===== src/rtl/sram_arbiter.sv =====
// sram_arbiter: round-robin arbiter that multiplexes three burst requesters
// (colourspace converter, IDCT fetch, IDCT write-back) onto one SRAM port.
// The owner keeps the port until it drops its request or uses up MAX_BURST
// beats. A read-tag pipeline routes each returned word to the requester that
// issued it, even after ownership has moved on.
module sram_arbiter #(
  parameter int READ_LATENCY = 2,
  parameter int MAX_BURST    = 64
) (
  input  logic             Clock_50,
  input  logic             Reset,
  input  logic [2:0]       M_req,
  input  logic [2:0]       M_we_n,
  input  logic [2:0][17:0] M_address,
  input  logic [2:0][15:0] M_write_data,
  output logic [2:0]       M_grant,
  output logic [2:0]       M_read_valid,
  output logic [15:0]      M_read_data,
  output logic [17:0]      SRAM_address,
  output logic [15:0]      SRAM_write_data,
  output logic             SRAM_we_n,
  input  logic [15:0]      SRAM_read_data
);

  typedef enum logic {S_IDLE, S_BUSY} state_t;

  localparam logic [6:0] MAX_BEATS = 7'(MAX_BURST);
  localparam logic [6:0] LAST_BEAT = 7'(MAX_BURST - 1);

  state_t      r_state;
  state_t      w_stateNext;
  logic [1:0]  r_owner;
  logic [1:0]  r_lastOwner;
  logic [2:0]  r_grant;
  logic [6:0]  r_beatCount;
  logic [17:0] r_sramAddress;
  logic [15:0] r_sramWriteData;
  logic        r_sramWeN;
  logic [READ_LATENCY:0][2:0] r_tagPipe;

  logic [1:0]  w_rrStart;
  logic [1:0]  w_winner;
  logic        w_anyReq;
  logic        w_accept;
  logic        w_lastBeat;
  logic        w_release;
  logic        w_doGrant;
  logic        w_doIdle;
  logic [2:0]  w_grantNext;
  logic [2:0]  w_tagIn;

  // Advances a requester index modulo 3.
  function automatic logic [1:0] nextIdx(input logic [1:0] x);
    return (x == 2'd2) ? 2'd0 : x + 2'd1;
  endfunction

  assign w_anyReq   = |M_req;
  assign w_accept   = |(r_grant & M_req);
  assign w_lastBeat = w_accept && (r_beatCount == LAST_BEAT);
  assign w_release  = (r_state == S_BUSY) && (!M_req[r_owner] || w_lastBeat);
  assign w_tagIn    = (w_accept && M_we_n[r_owner]) ? (3'b001 << r_owner) : 3'b000;

  // Round-robin pick: search starts one past the current owner when busy,
  // one past the last released owner when idle; nearest requester wins.
  always_comb begin
    w_rrStart = (r_state == S_BUSY) ? nextIdx(r_owner) : nextIdx(r_lastOwner);
    w_winner  = w_rrStart;
    if (M_req[nextIdx(nextIdx(w_rrStart))]) w_winner = nextIdx(nextIdx(w_rrStart));
    if (M_req[nextIdx(w_rrStart)])          w_winner = nextIdx(w_rrStart);
    if (M_req[w_rrStart])                   w_winner = w_rrStart;
  end

  // FSM state register.
  always_ff @(posedge Clock_50 or posedge Reset) begin
    if (Reset) r_state <= S_IDLE;
    else       r_state <= w_stateNext;
  end

  // FSM next state: grant from idle, and re-grant or go idle on release.
  always_comb begin
    w_stateNext = r_state;
    w_doGrant   = 1'b0;
    w_doIdle    = 1'b0;
    case (r_state)
      S_IDLE: begin
        if (w_anyReq) begin
          w_stateNext = S_BUSY;
          w_doGrant   = 1'b1;
        end
      end
      S_BUSY: begin
        if (w_release) begin
          if (w_anyReq) begin
            w_doGrant = 1'b1;
          end else begin
            w_stateNext = S_IDLE;
            w_doIdle    = 1'b1;
          end
        end
      end
      default: w_stateNext = S_IDLE;
    endcase
  end

  // FSM outputs: next one-hot grant vector.
  always_comb begin
    w_grantNext = r_grant;
    if (w_doGrant)     w_grantNext = 3'b001 << w_winner;
    else if (w_doIdle) w_grantNext = 3'b000;
  end

  // Ownership bookkeeping: grant, owner index, last owner and beat counter.
  always_ff @(posedge Clock_50 or posedge Reset) begin
    if (Reset) begin
      r_grant     <= 3'b000;
      r_owner     <= 2'd0;
      r_lastOwner <= 2'd2;
      r_beatCount <= 7'd0;
    end else begin
      r_grant <= w_grantNext;
      if (w_doGrant) r_owner <= w_winner;
      if (w_release) r_lastOwner <= r_owner;
      if (w_doGrant)
        r_beatCount <= 7'd0;
      else if (w_accept && (r_beatCount != MAX_BEATS))
        r_beatCount <= r_beatCount + 7'd1;
    end
  end

  // SRAM command register: load the owner's beat, otherwise park as a read.
  always_ff @(posedge Clock_50 or posedge Reset) begin
    if (Reset) begin
      r_sramAddress   <= 18'd0;
      r_sramWriteData <= 16'd0;
      r_sramWeN       <= 1'b1;
    end else if (w_accept) begin
      r_sramAddress   <= M_address[r_owner];
      r_sramWriteData <= M_write_data[r_owner];
      r_sramWeN       <= M_we_n[r_owner];
    end else begin
      r_sramWeN <= 1'b1;
    end
  end

  // Read-tag pipeline: a one-hot requester tag per accepted read, emerging
  // from the last stage exactly when the SRAM returns that word.
  always_ff @(posedge Clock_50 or posedge Reset) begin
    if (Reset) begin
      r_tagPipe <= '0;
    end else begin
      for (int k = READ_LATENCY; k > 0; k--) r_tagPipe[k] <= r_tagPipe[k-1];
      r_tagPipe[0] <= w_tagIn;
    end
  end

  assign M_grant         = r_grant;
  assign M_read_valid    = r_tagPipe[READ_LATENCY];
  assign M_read_data     = SRAM_read_data;
  assign SRAM_address    = r_sramAddress;
  assign SRAM_write_data = r_sramWriteData;
  assign SRAM_we_n       = r_sramWeN;

endmodule


===== config.mk =====
export PLATFORM = sky130hd
export DESIGN_NAME = sram_arbiter
export DESIGN_NICKNAME = d
export VERILOG_FILES = /design/src/rtl/sram_arbiter.sv
export SDC_FILE = /design/constraint.sdc
export NUM_CORES = 1
export LEC_CHECK = 0
export ABC_CLOCK_PERIOD_IN_PS = 4550
export BUFFER_PORTS_ARGS = -buffer_cell sky130_fd_sc_hd__clkbuf_2
export CAP_MARGIN = 10
export CORE_MARGIN = 3
export CORE_UTILIZATION = 40
export DETAILED_ROUTE_END_ITERATION = 16
export PLACE_DENSITY_LB_ADDON = 0.3
export SYNTH_ARGS = -nofsm -noshare
export SYNTH_HDL_FRONTEND = slang
export SYNTH_SLANG_ARGS = --single-unit

===== constraint.sdc =====
create_clock -name Clock_50 -period 4.55 [get_ports Clock_50]
set_input_delay 0.455 -clock Clock_50 [delete_from_list [all_inputs] [get_ports Clock_50]]
set_output_delay 0.455 -clock Clock_50 [all_outputs]
set_load 0.005 [all_outputs]

* Word level (Yosys, flattened, before mapping) *
Index checks and enable logic that the tools add are counted.

storage, ports and cells
  flip-flop bits (word level) = 59
  input bits = 126
  output and inout port bits = 57
  logic and storage cells = 76

cells by class
  add/sub/neg operators = 5
  $lt $le $gt $ge = 4
  equality and inequality tests = 6
  shifts and indexed selects = 2
  muxes and demuxes = 36
  bitwise gates (word level) = 2
  reduce and logical (&&, ||, !) cells = 10

operators with widths
  kind                                                 count
  binary-select mux 18 bit (select 2 bit)              1
  binary-select mux 16 bit (select 2 bit)              1
  two-way mux 18 bit                                   1
  two-way mux 16 bit                                   1
  two-way mux 2 bit                                    8
  two-way mux 7 bit                                    2
  < comparator 2 x 3 -> 1 bit, second input constant   4
  two-way mux 1 bit                                    12
  binary-select mux 1 bit (select 2 bit)               5
  two-way mux 3 bit                                    3
  adder 2 x 1 -> 2 bit, second input constant          4
  equality test 2 bit, second input constant           4
  adder 7 x 1 -> 7 bit, second input constant          1
  equality test 7 x 6 -> 1 bit, second input constant  1
  inequality test 7 bit, second input constant         1
  OR reduction 3 bit                                   2
  left shift 1 x 2 -> 3 bit, first input constant      2
  logical AND 1 bit                                    4
  one-hot mux 1 bit (2 select lines)                   2
  nonzero test 2 bit                                   2
  bitwise AND 3 bit                                    1
  logical NOT 1 bit                                    1
  logical OR 1 bit                                     1
  inverter 1 bit                                       1

* Logic depth before layout (Yosys ltp) *
  depth in word-level cells = 14
  depth in mapped cells = 7
  depth with buffers taken out = 5

* Worst setup path after synthesis *
Ideal clock, no wire load.

  path kind = input -> register
  start point = input M_req[2]
  end point = register r_grant[0], in the netlist M_grant[0]
  setup time = 0.122 ns
  arrival time = 1.703 ns
  data required time = 4.428 ns
  slack = 2.725 ns
  stages on the path = 7
  buffers on the path = 3
  path through = buf_6 a222oi_1 buf_4 nor4_4 o31a_1 buf_6 a32o_1

on the way
  longest elaborated chain between the ends = 8
  elaborated cells between the ends (all ways) = 27

RTL lines
  item                                                                           line    text
  start: declaration                                                             12      input logic [2:0] M_req,
  binary-select mux 1 bit (select 2 bit) or bitwise AND 3 bit (tied branches)    60, 58
  two-way mux 1 bit (implied by the code) or OR reduction 3 bit (tied branches)  60, 58
  logical NOT 1 bit or logical AND 1 bit (tied branches)                         60, 59
  logical OR 1 bit                                                               60      assign w_release = (r_state == S_BUSY) && (!M_req[r_owner] || w_lastBeat);
  logical AND 1 bit                                                              60
  two-way mux 1 bit                                                              92      if (w_release) begin
  one-hot mux 1 bit (2 select lines) or two-way mux 1 bit (tied branches)        84      case (r_state)
  two-way mux 3 bit or nonzero test 2 bit (tied branches)                        -
  end signal: assignment                                                         120     r_grant <= w_grantNext;
  end: declaration                                                               34      logic [2:0] r_grant;

Several ways; a longest one is shown, not always the timed one. The select of a mux whose other input is x is not followed.
A chain may end at the register's enable or synchronous reset.

* Final worst setup path *
  start point = register r_owner[1]
  end point = register r_owner[1]

on the way
  longest elaborated chain between the ends = 12
  elaborated cells between the ends (all ways) = 26

RTL lines
  item                                                         line  text
  start: declaration                                           32    logic [1:0] r_owner;
  start signal: assignment                                     121   if (w_doGrant) r_owner <= w_winner;
  adder 2 x 1 -> 2 bit or equality test 2 bit (tied branches)  54    return (x == 2'd2) ? 2'd0 : x + 2'd1;
  two-way mux 2 bit                                            54
  two-way mux 2 bit                                            66    w_rrStart = (r_state == S_BUSY) ? nextIdx(r_owner) : nextIdx(r_lastOwner);
  adder 2 x 1 -> 2 bit or equality test 2 bit (tied branches)  54
  two-way mux 2 bit                                            54
  adder 2 x 1 -> 2 bit or equality test 2 bit (tied branches)  54
  two-way mux 2 bit                                            54
  binary-select mux 1 bit (select 2 bit)                       68    if (M_req[nextIdx(nextIdx(w_rrStart))]) w_winner = nextIdx(nextIdx(w_rrStart));
  two-way mux 1 bit (implied by the code)                      68
  two-way mux 2 bit                                            68
  two-way mux 2 bit                                            69    if (M_req[nextIdx(w_rrStart)]) w_winner = nextIdx(w_rrStart);
  two-way mux 2 bit                                            70    if (M_req[w_rrStart]) w_winner = w_rrStart;

Several ways; a longest one is shown, not always the timed one. The select of a mux whose other input is x is not followed.

==> metrics.txt <==
Die W=95.5 microns; Switching Share=0.390; slowest stage delay, CP=0.54 ns; boundary pin count=183; largest family of logic cells by synthesized area=compound AO/OA/AOI/OAI gates; startpoint types=flop; Min-Delay Path Class=in -> async; drt first pass iters=4; largest net degree at the start of global routing=a little over 70; FF-to-FF setup slack=2.48 ns; Synth top area share=0.446; number of synthesized flops with an enable pin=0; Max-Cap Viols=0; Async SR Flop Fraction=1.00; slew margin rel.=0.498; DR DRC count=0; switching power=~0.00098 W; post-synthesis xor/xnor area fraction=0.0109; Core Area=7490 sq um; placed cell area=between 3000 and 4000 sq um; Final ANT Viol Nets=0; Worst path top cell family by delay=compound AO/OA/AOI/OAI gates; synth warn=0; Worst EP required=4.79 ns; RR Startpoint=r_owner[1]$_DFFE_PP0P_; Worst Setup SP=r_owner[1]$_DFFE_PP0P_; Synth cell types=44; initial antenna violation count=0; Clock Tree Root=clkbuf_8; CP Max Fanout=44; cell with the most instances after synthesis=nor2_1; Post-CTS Setup Inserts=0; cts bufs inserted=9; synth cell count leaders=74 x nor2_1, 69 x a21oi_1, 57 x dfrtp_1; drt initial violations=130; post-synthesis compound-gate area fraction=0.165; CTS tree=built; LEAKAGE=2.02 nW; cell count after synthesis=346; Row Count=31; wire per inst=about 14 microns; WP buf/inv=1; clock buffer depth=2; Logic pwr share=0.470; Worst setup EP type=flop; Setup Skew=0.00891 ns; Synth Area in Simple Gates=0.138; drt via density=5.02; Yosys reg bits=59; crit-path cells=buf_4 > nor2b_2 > a22oi_1 > o31a_1 > mux2i_1; Max VDD drop=roughly 300 uV; global-route wire length before repair=12,200 microns; Seq/Total Area, Yosys=0.462; nets@finish=598; die height=95.5 microns; Final Setup Violations=0; syn avg cell area=9.25 sq um; gr usage total=0.174; Syn Std Cell Area=3200 sq um; Post-Syn Nets=474; Area growth syn-to-layout=26.8%; RePlAce Congestion=0.780; global route total overflow=0; status=finished, final reports clean; clock power share=0.183; layout cell share with drive strength beyond 1=0.383; clk_lat worst skew=about 0.33 ns; H-Tree Depth=3; die area=9110 sq um; Routed WL=between 7000 and 8000 microns; RSZ-0062 raised after global routing=no; Pins Over Slew Limit=0; vias=2,884; hold_ws=0.307 ns; setup TNS=0 ns; number of global-route vias before repair=roughly 2,700; Critical Path AT=2.31 ns; Post-Synth Adder-Cell Area=0.00782; Top FF cell, synth=dfrtp_1; final period utilization=0.455; count of hold-fix buffers inserted at cts=0; Tmin final=slightly above 2 ns; Seq pwr share=0.347; Final Hold Vio Count=0; CP max-delay cell=buf_4; mux cell area share after synthesis=0.126; antenna cells=0; Setup CP Type=reg -> reg; PwrDens=617 nW/um^2; post-synth top area cell=dfrtp_1; clock sink count=between 50 and 60; post-detail-place hpwl=5810 microns; Slew @ Worst Pin=0.753 ns; fin area=4060 sq um; Internal Pwr Total=0.00153 W; post-CTS resize count=0; port bufs=150; clk slew on worst S/H paths=0.06 ns; Area contributors post-synth=dfrtp_1 45%, mux2i_1 12%, a21oi_1 11%; Max Freq=483 MHz; initial core utilization=0.428
## worst min-delay path, cell delays in order
cell and delay (ns):
clkbuf_2 0.08, inv_2 0.03, buf_4 0.57
## logic make-up (layout without fill, tap and decap cells)
family                     count (synthesis)  after routing
adders and majority gates                  2              2
AOI/OAI and AO/OA                         92             92
muxes                                     40             40
buffers and inverters                     51            180
xor gates and xnor gates                   4              4
DFF                                       59             59
and+or+nand+nor                           98             98
## power by group through the flow
stage                     sequential [W]  combinational (W)  clock (W)
final                           0.000869            0.00118   0.000457
after global routing            0.000896            0.00134   0.000499
after floorplan                 0.000873           0.000819          0
after global placement          0.000869            0.00117          0
after CTS                       0.000869            0.00121   0.000475
after detailed placement        0.000872            0.00121          0
## final timing paths
kind,cells after the start,end
worst max register to register,5,r_owner[1]$_DFFE_PP0P_
worst max-delay path,5,r_owner[1]$_DFFE_PP0P_
worst min-delay path,3,M_read_valid[2]$_DFF_PP0_
min in group Clock_50,0,M_read_valid[1]$_DFF_PP0_
worst min register to register,0,M_read_valid[1]$_DFF_PP0_
max in group asynchronous,3,r_owner[1]$_DFFE_PP0P_
## registers in the layout, summed over array words and instances (netlist names)
name and cells:
M_read_valid 3, r_beatCount 7, SRAM_write_data 16, r_lastOwner 2, SRAM_we_n 1, r_state 1
r_owner 2, SRAM_address 18, M_grant 3, r_tagPipe 6
## metal layers
layer,part of all wire,track usage,vias up,wire [microns]
li1,-,-,1425,-
met1,0.39,0.201,1331,3140
met2,0.50,0.302,114,4010
met3,0.081,0.0363,14,645
met4,0.022,0.0936,0,173
met5,0,0,-,0
## placed cells by master (no fill, tap or decap), drive strengths merged, types with 3 or more instances in the layout
cell,count
a21oi,69
inv,8
nand2,5
clkbuf,163
nor2,74
buf,6
dfrtp,57
nor4,3
mux2i,37
nor3,3
o21ai,5
mux2,3
xnor2,3
## layout make-up
cell class	count	area (sq um)
timing repair buffer	156	796
sequential	59	1480
inverter	8	30.0
tap	99	124
fill	708	3430
clock buffer	13	149
clock inverter	3	40.0
multi-input combinational	236	1440
## per-stage QoR
step                setup WS [ns]  power, W   util  std cells
CTS                          2.43   0.00255  0.542        574
floorplan                    2.64   0.00169      -        346
finish                       2.48   0.00250  0.542        574
detailed placement           2.44   0.00208  0.517        558
global placement             2.50   0.00204  0.517        558
global route                 2.29   0.00273  0.542        574
No activity file was read; power rests on OpenSTA's default activity.
